[src/rtl/ball_motion_fsm.sv]
// rtl/ball_motion_fsm.sv - ball motion integrator and game-state FSM
//
// Ports:
//   clk, resetN            clock, asynchronous active-low reset
//   startOfFrame           one-cycle pulse per frame; advances position / respawn timer
//   launch                 starts play from IDLE
//   collision, HitEdgeCode collision strobe and hit edge {left, top, right, bottom}
//   lostBall, win          ball lost below paddle / all bricks cleared
//   turbo                  level; multiplies speed by 2^TURBO_SHIFT
//   lives, state, gameOver game status
//   topLeftX, topLeftY     integer pixel position (floor of fixed-point position)
module ball_motion_fsm #(
    parameter int INITIAL_X      = 317,
    parameter int INITIAL_Y      = 411,
    parameter int RESPAWN_Y      = 320,
    parameter int BASE_SPEED     = 150,
    parameter int TURBO_SHIFT    = 1,
    parameter int FRAC_BITS      = 6,
    parameter int INITIAL_LIVES  = 3,
    parameter int LIVES_W        = 4,
    parameter int RESPAWN_FRAMES = 30,
    parameter int X_MIN          = 40
) (
    input  logic                clk,
    input  logic                resetN,
    input  logic                startOfFrame,
    input  logic                launch,
    input  logic                collision,
    input  logic [3:0]          HitEdgeCode,
    input  logic                lostBall,
    input  logic                win,
    input  logic                turbo,
    output logic [LIVES_W-1:0]  lives,
    output logic [2:0]          state,
    output logic                gameOver,
    output logic signed [10:0]  topLeftX,
    output logic signed [10:0]  topLeftY
);

    localparam int POS_W = 11 + FRAC_BITS;
    localparam int CNT_W = (RESPAWN_FRAMES < 2) ? 1 : $clog2(RESPAWN_FRAMES + 1);

    localparam logic signed [POS_W-1:0] INIT_POS_X = POS_W'(INITIAL_X * (2 ** FRAC_BITS));
    localparam logic signed [POS_W-1:0] INIT_POS_Y = POS_W'(INITIAL_Y * (2 ** FRAC_BITS));
    localparam logic signed [POS_W-1:0] RESP_POS_Y = POS_W'(RESPAWN_Y * (2 ** FRAC_BITS));
    localparam logic signed [POS_W-1:0] MAG_NORM   = POS_W'(BASE_SPEED);
    localparam logic signed [POS_W-1:0] MAG_TURBO  = POS_W'(BASE_SPEED * (2 ** TURBO_SHIFT));
    localparam logic [9:0]              LFSR_SEED  = 10'h2A5;

    typedef enum logic [2:0] {
        S_IDLE      = 3'd0,
        S_MOVING    = 3'd1,
        S_RESPAWN   = 3'd2,
        S_GAME_OVER = 3'd3,
        S_WON       = 3'd4
    } state_e;

    state_e                    state_q, state_d;
    logic signed [POS_W-1:0]   pos_x_q, pos_x_d;
    logic signed [POS_W-1:0]   pos_y_q, pos_y_d;
    logic                      dir_x_q, dir_x_d;
    logic                      dir_y_q, dir_y_d;
    logic [LIVES_W-1:0]        lives_q, lives_d;
    logic                      game_over_q, game_over_d;
    logic [9:0]                lfsr_q, lfsr_d;
    logic [CNT_W-1:0]          frame_cnt_q, frame_cnt_d;

    logic signed [POS_W-1:0]   mag;
    logic [POS_W-1:0]          respawn_x;
    logic signed [POS_W-1:0]   shifted_x, shifted_y;

    assign mag       = turbo ? MAG_TURBO : MAG_NORM;
    // Respawn column spans X_MIN .. X_MIN+511, picked by the low nine LFSR bits.
    assign respawn_x = (POS_W'(X_MIN) + POS_W'(lfsr_q[8:0])) << FRAC_BITS;

    always_ff @(posedge clk or negedge resetN) begin
        if (!resetN) begin
            state_q     <= S_IDLE;
            pos_x_q     <= INIT_POS_X;
            pos_y_q     <= INIT_POS_Y;
            dir_x_q     <= 1'b1;
            dir_y_q     <= 1'b0;
            lives_q     <= LIVES_W'(INITIAL_LIVES);
            game_over_q <= 1'b0;
            lfsr_q      <= LFSR_SEED;
            frame_cnt_q <= '0;
        end else begin
            state_q     <= state_d;
            pos_x_q     <= pos_x_d;
            pos_y_q     <= pos_y_d;
            dir_x_q     <= dir_x_d;
            dir_y_q     <= dir_y_d;
            lives_q     <= lives_d;
            game_over_q <= game_over_d;
            lfsr_q      <= lfsr_d;
            frame_cnt_q <= frame_cnt_d;
        end
    end

    always_comb begin
        state_d     = state_q;
        pos_x_d     = pos_x_q;
        pos_y_d     = pos_y_q;
        dir_x_d     = dir_x_q;
        dir_y_d     = dir_y_q;
        lives_d     = lives_q;
        frame_cnt_d = frame_cnt_q;
        // Fibonacci LFSR x^10 + x^7 + 1, free-running in every state.
        lfsr_d      = {lfsr_q[8:0], lfsr_q[9] ^ lfsr_q[6]};

        case (state_q)
            S_IDLE: begin
                if (win) begin
                    state_d = S_WON;
                end else if (launch) begin
                    state_d = S_MOVING;
                    dir_x_d = 1'b1;
                    dir_y_d = 1'b0;
                end
            end
            S_MOVING: begin
                if (win) begin
                    state_d = S_WON;
                end else if (lostBall) begin
                    // Respawn/game-over load overrides any same-cycle motion.
                    if (lives_q <= LIVES_W'(1)) begin
                        state_d = S_GAME_OVER;
                        lives_d = '0;
                    end else begin
                        state_d     = S_RESPAWN;
                        lives_d     = lives_q - LIVES_W'(1);
                        pos_x_d     = $signed(respawn_x);
                        pos_y_d     = RESP_POS_Y;
                        dir_x_d     = lfsr_q[9];
                        dir_y_d     = 1'b0;
                        frame_cnt_d = CNT_W'(RESPAWN_FRAMES);
                    end
                end else begin
                    // Motion uses the registered direction, so a same-cycle
                    // reflection only takes effect from the next frame.
                    if (startOfFrame) begin
                        pos_x_d = dir_x_q ? pos_x_q + mag : pos_x_q - mag;
                        pos_y_d = dir_y_q ? pos_y_q + mag : pos_y_q - mag;
                    end
                    if (collision) begin
                        if (HitEdgeCode[3] && !dir_x_q) dir_x_d = 1'b1;
                        if (HitEdgeCode[1] &&  dir_x_q) dir_x_d = 1'b0;
                        if (HitEdgeCode[2] && !dir_y_q) dir_y_d = 1'b1;
                        if (HitEdgeCode[0] &&  dir_y_q) dir_y_d = 1'b0;
                    end
                end
            end
            S_RESPAWN: begin
                if (win) begin
                    state_d = S_WON;
                end else if (startOfFrame) begin
                    if (frame_cnt_q == CNT_W'(1)) begin
                        state_d     = S_MOVING;
                        frame_cnt_d = '0;
                    end else begin
                        frame_cnt_d = frame_cnt_q - CNT_W'(1);
                    end
                end
            end
            default: begin
                // GAME_OVER and WON hold everything until reset.
            end
        endcase

        game_over_d = (state_d == S_GAME_OVER);
    end

    assign shifted_x = pos_x_q >>> FRAC_BITS;
    assign shifted_y = pos_y_q >>> FRAC_BITS;

    assign state    = state_q;
    assign lives    = lives_q;
    assign gameOver = game_over_q;
    assign topLeftX = shifted_x[10:0];
    assign topLeftY = shifted_y[10:0];

endmodule

[config.mk]
export PLATFORM = sky130hd
export DESIGN_NAME = ball_motion_fsm
export DESIGN_NICKNAME = d
export VERILOG_FILES = /design/src/rtl/ball_motion_fsm.sv
export SDC_FILE = /design/constraint.sdc
export NUM_CORES = 1
export LEC_CHECK = 0
export CAP_MARGIN = 20
export CORE_MARGIN = 4
export CORE_UTILIZATION = 55
export CTS_CLUSTER_DIAMETER = 40
export DETAILED_ROUTE_END_ITERATION = 6
export PLACE_DENSITY = 0.84
export REMOVE_ABC_BUFFERS = 1
export SLEW_MARGIN = 20
export SYNTH_ARGS = -nofsm -noshare
export SYNTH_HDL_FRONTEND = slang
export SYNTH_SLANG_ARGS = --single-unit
[constraint.sdc]
create_clock -name clk -period 9.1 [get_ports clk]
set_input_delay 1.82 -clock clk [delete_from_list [all_inputs] [get_ports clk]]
set_output_delay 1.82 -clock clk [all_outputs]
set_load 0.005 [all_outputs]
Yosys cells after proc, flatten, opt, wreduce, memory -nomap -nowiden
Index checks and enable logic that the tools add are counted.

Shift-type cells: 0. Muxes and demuxes: 44. Order comparisons: 1. Bitwise operators: 2. Divide/modulo/power cells: 0. Equal/unequal tests: 16. $mul: 0. Reduce and logical (&&, ||, !) cells: 15. $add $sub $neg: 7.

Operator list (count): 2-to-1 mux 17 bit (8); adder 17 x 10 -> 17 bit (2); subtractor 17 x 10 -> 17 bit (2); 2-to-1 mux 5 bit (6); 2-to-1 mux 3 bit (7); 2-to-1 mux 1 bit (17); != test 2 bit (second input constant) (8); AND reduction 7 bit (2); adder 6 x 9 -> 10 bit (first input constant) (1); case mux 5 bit (2 select lines) (1); 2-to-1 mux 9 bit (1); case mux 3 bit (3 select lines) (1); != test 4 bit (second input constant) (2); == test 3 x 2 -> 1 bit (second input constant) (2); != test 3 bit (second input constant) (2); AND reduction 6 bit (1); nonzero test 2 bit (3); == test 5 x 1 -> 1 bit (second input constant) (1); subtractor 5 x 1 -> 5 bit (second input constant) (1); <= comparator 4 x 1 -> 1 bit (second input constant) (1); logical AND 1 bit (4); 2-to-1 mux 4 bit (1); case mux 1 bit (2 select lines) (2); AND reduction 4 bit (1); 7 further kinds (8).

Logic and storage cells: 94. Output and inout port bits: 30. ROM bits: 0. Memories: 0. Memory bits (writable): 0. Register bits after elaboration: 59. Bits of input ports: 12. Latch bits: 0.

Longest topological paths before layout
Word-level depth: 8. Depth in mapped cells: 12. Mapped depth without buffers: 11.

Worst setup path before layout
No wires, ideal clock.

Path kind: in2reg. Start point: in turbo. End point: reg pos_x_q[15]. Path buffers: 0. Stages on the path: 11. Required time: 9.024 ns. Setup time: 0.076 ns. Arrival time: 3.819 ns. Path slack: 5.205 ns. Path through: inv_1 -> ha_1 -> inv_1 -> fa_1 -> nand2b_1 -> a21oi_1 -> o41a_1 -> nand4_1 -> a41oi_1 -> mux2_2 -> o21ai_1.

Longest elaborated chain between the ends: 5.

Ends and longest elaborated chain: start, declared (line 32) `input logic turbo,`; 2-to-1 mux 9 bit * (line 72) `assign mag = turbo ? MAG_TURBO : MAG_NORM;`; subtractor 17 x 10 -> 17 bit / adder 17 x 10 -> 17 bit (equally long branches) (line 142) `pos_x_d = dir_x_q ? pos_x_q + mag : pos_x_q - mag;`; 2-to-1 mux 17 bit * (line 142); 2-to-1 mux 17 bit * (line 141) `if (startOfFrame) begin`; 2-to-1 mux 17 bit * (line 124) `end else if (lostBall) begin`; end signal, assigned (line 89) `pos_x_q <= pos_x_d;`; end, declared (line 59) `logic signed [POS_W-1:0] pos_x_q, pos_x_d;`.

Mark *: on every way between the ends. The rest lies on a longest branch, timed or not. The select of a mux whose other input is x is not followed. A chain may end at the register's enable or synchronous reset.

Final worst setup path
Same ends and word-level chain as after synthesis.

==> impl_metrics.py <==
metrics = {
    "floorplan": {
        "dieArea_um2": 8960,
        "core_area_um2": 7290,
        "rows": 31,
        "boundaryPins": 42,
        "die_w_um": 94.6,
        "initial_core_util_pct": 56.6,
        "die_h_um": 94.6,
    },
    "final_layout": {
        "fin_util_pct": 63.2,
        "final_nets": 536,
        "layout_commonest_cell": "nand2_1",
        "num_antenna_cells": 0,
        "area_delta_synth_final_pct": 11.7,
        "drive_above_1_share_pct": 9.00,
        "layout_common_cells": "nand2_1 (49), a21oi_1 (40), clkdlybuf4s50_1 (40)",
    },
    "cts": {
        "cts_root_buffer": "clkbuf_8",
        "clock_sinks": 57,
        "clk_path_buf_depth": 2,
        "cts.reportedPaths.clkPinSlew_ps": 70,
        "insertion_delay_ps": 330,
        "cts_setup_buffers": 0,
        "htree_levels": 3,
        "numCtsBuffers": 9,
        "cts_tree": "yes",
        "ctsResizeCount": 0,
        "postCtsHoldBufs": 0,
    },
    "global_route": {
        "grtUsageTotal_pct": 21.3,
        "grt_pass1_vias": 3297,
        "grt_overflow": 0,
        "antenna_found_initial": 0,
        "grt_pass1_wl_mm": 15.3,
        "grt_max_degree": 58,
    },
    "detailed_routing": {
        "vias": 3467,
        "ant_nets": 0,
        "wl_per_cell_um": 15.3,
        "vias_per_cell": 5.90,
        "firstDrtPassIters": 6,
        "drcViolationCount": 0,
        "drt-total-wl_mm": 9.01,
        "drt_iter0_markers": 247,
    },
    "power": {
        "power.share.clock_pct": 21.5,
        "swShare_pct": 37.7,
        "p_seq_share_pct": 33.9,
        "p_switching_uw": 355,
        "p_comb_share_pct": 44.7,
        "p_leak_uw": 0.00198,
        "ir_drop_mv": 0.0983,
        "internal_power_uw": 586,
        "power.density_nw_per_um2": 204,
    },
    "worst_hold_path": {
        "holdCritPathClass": "flop to flop",
    },
    "synth": {
        "ys_ff_latch": 57,
        "synth-main-ff-cell": "dfrtp_1",
        "synth.top_cell.area_share_pct": 22.4,
        "synth_cell_types": 60,
        "postSynthAreaPerCell_um2": 8.84,
        "syn-instance-count": 467,
        "synthArstFlopShare_pct": 100,
        "synth.area.top_cells": "dfrtp_1 (22%), dfstp_2 (13%), ha_1 (11%), a21oi_1 (4.8%), o21ai_0 (4.7%)",
        "synth_top_cell_by_area": "dfrtp_1",
        "ys_warn_count": 0,
        "ys_seq_area_share_pct": 35.2,
        "netlist_area_um2": 4130,
        "synth_edf_count": 0,
    },
    "timing": {
        "setup_tns_ps": 0,
        "rsz0062_at_grt": "false",
        "max_freq_mhz": 226,
        "maxSlewHeadroom_pct": 30.4,
        "fin_crit_ps": 4420,
        "drv_slew": 0,
        "period_share_pct": 48.6,
        "setup-violations-final": 0,
        "hold_viol": 0,
        "skew_ps": 9.22,
        "worst_pin_slew_ps": 1040,
    },
    "setup_path": {
        "timing.rr.start": "dir_x_q",
        "critical_path_peak_fanout": 4,
        "worstSetupPathType": "input port to flop",
        "cp-start-kind": "input port",
        "arrival_ps": 4680,
        "r2r_end": "pos_x_q[15]",
        "r2r_setup_slack_ps": 5790,
        "reg2regPathDepth": 11,
        "cp-startpoint": "turbo",
        "crit_path_end_kind": "flop",
        "crit_path_end": "pos_x_q[15]",
        "cp_data_required_time_ps": 9360,
    },
    "place": {
        "port_buffers": 41,
        "hpwl_mm": 6.45,
        "globalplace.congestion": 0.939,
    },
    "outcome": {
        "status": "complete, no violations",
    },
    "run": {
        "drv_cap": 0,
    },
}
-- stage by stage --
step	power [uW]	setup slack [ps]	hold WS (ps)	std cells	area [um^2]
after floorplan	621	5200	355	430	3900
after global placement	721	4480	362	573	4450
after detailed placement	736	4430	361	573	4450
after CTS	942	4740	386	588	4610
after global routing	1010	4490	388	588	4610
final	941	4680	386	588	4610
-- worst max-delay path: stages --
cell	delay [ps]
clkdlybuf4s50_1	450
inv_1	90
ha_1	340
inv_1	90
ha_1	350
nand2b_1	100
a21oi_1	240
o41a_1	190
nand4_1	200
a41oi_1	320
mux2_2	370
o21ai_1	110
-- state kept, by name, indices dropped and copies added (netlist names) --
name	flops
dir_y_q	1
lives	4
dir_x_q	1
gameOver	1
pos_y_q	16
state	3
frame_cnt_q	5
pos_x_q	16
lfsr_q	10
-- Yosys cell counts, types with 9 or more instances --
| library cell | instances |
|---|---|
| a21o_1 | 11 |
| a21oi_1 | 40 |
| a22o_1 | 9 |
| buf_4 | 22 |
| clkbuf_1 | 9 |
| dfrtp_1 | 37 |
| dfstp_2 | 20 |
| ha_1 | 37 |
| inv_1 | 24 |
| nand2_1 | 49 |
| nand2b_1 | 10 |
| nor2_1 | 23 |
| o21ai_0 | 39 |
| o21ai_1 | 13 |
| xnor2_1 | 9 |
| xor2_1 | 14 |
-- how the worst min path moves through the flow --
stage | from | to | slack (ps) | depth (start not counted)
floorplan | lfsr_q[1] | lfsr_q[2] | 350 | 0
global placement | lfsr_q[1] | lfsr_q[2] | 360 | 0
detailed placement | lfsr_q[1] | lfsr_q[2] | 360 | 0
CTS | lfsr_q[1] | lfsr_q[2] | 390 | 0
global route | lfsr_q[1] | lfsr_q[2] | 390 | 0
finish | lfsr_q[1] | lfsr_q[2] | 390 | 0
-- power groups by stage --
stage               Clock, uW  Combinational (uW)  Sequential [uW]
floorplan                   0                 303              317
global placement            0                 400              321
detailed placement          0                 413              323
CTS                       207                 417              319
global route              217                 473              324
finish                    202                 421              319
-- routing by layer --
layer	vias to the layer above	routed length [um]	track usage, %
met5	-	0	0
met1	1660	4180	28.0
met2	93	4270	34.6
met3	16	391	4.06
met4	0	163	8.17
li1	1698	-	-
-- area by class of cell --
cell class / count / area (um^2)
Clock buffer: 14 / 153
Fill cell: 642 / 2680
Multi-Input combinational cell: 348 / 2360
Sequential cell: 57 / 1450
Inverter: 25 / 93.8
Timing Repair Buffer: 44 / 428
Tap cell: 99 / 124
Clock inverter: 1 / 5.00
-- cells by family (layout without fill, tap and decap cells) --
family	after synthesis	count (layout)	share of synthesized area (%)
simple gates	121	121	14.5
xor+xnor	23	23	4.88
fa+ha+maj	39	39	12.2
mux	2	2	0.545
buf+inv	62	84	7.79
compound gates	163	163	24.9
flops	57	57	35.2
Power figures use the tool's default switching activity.
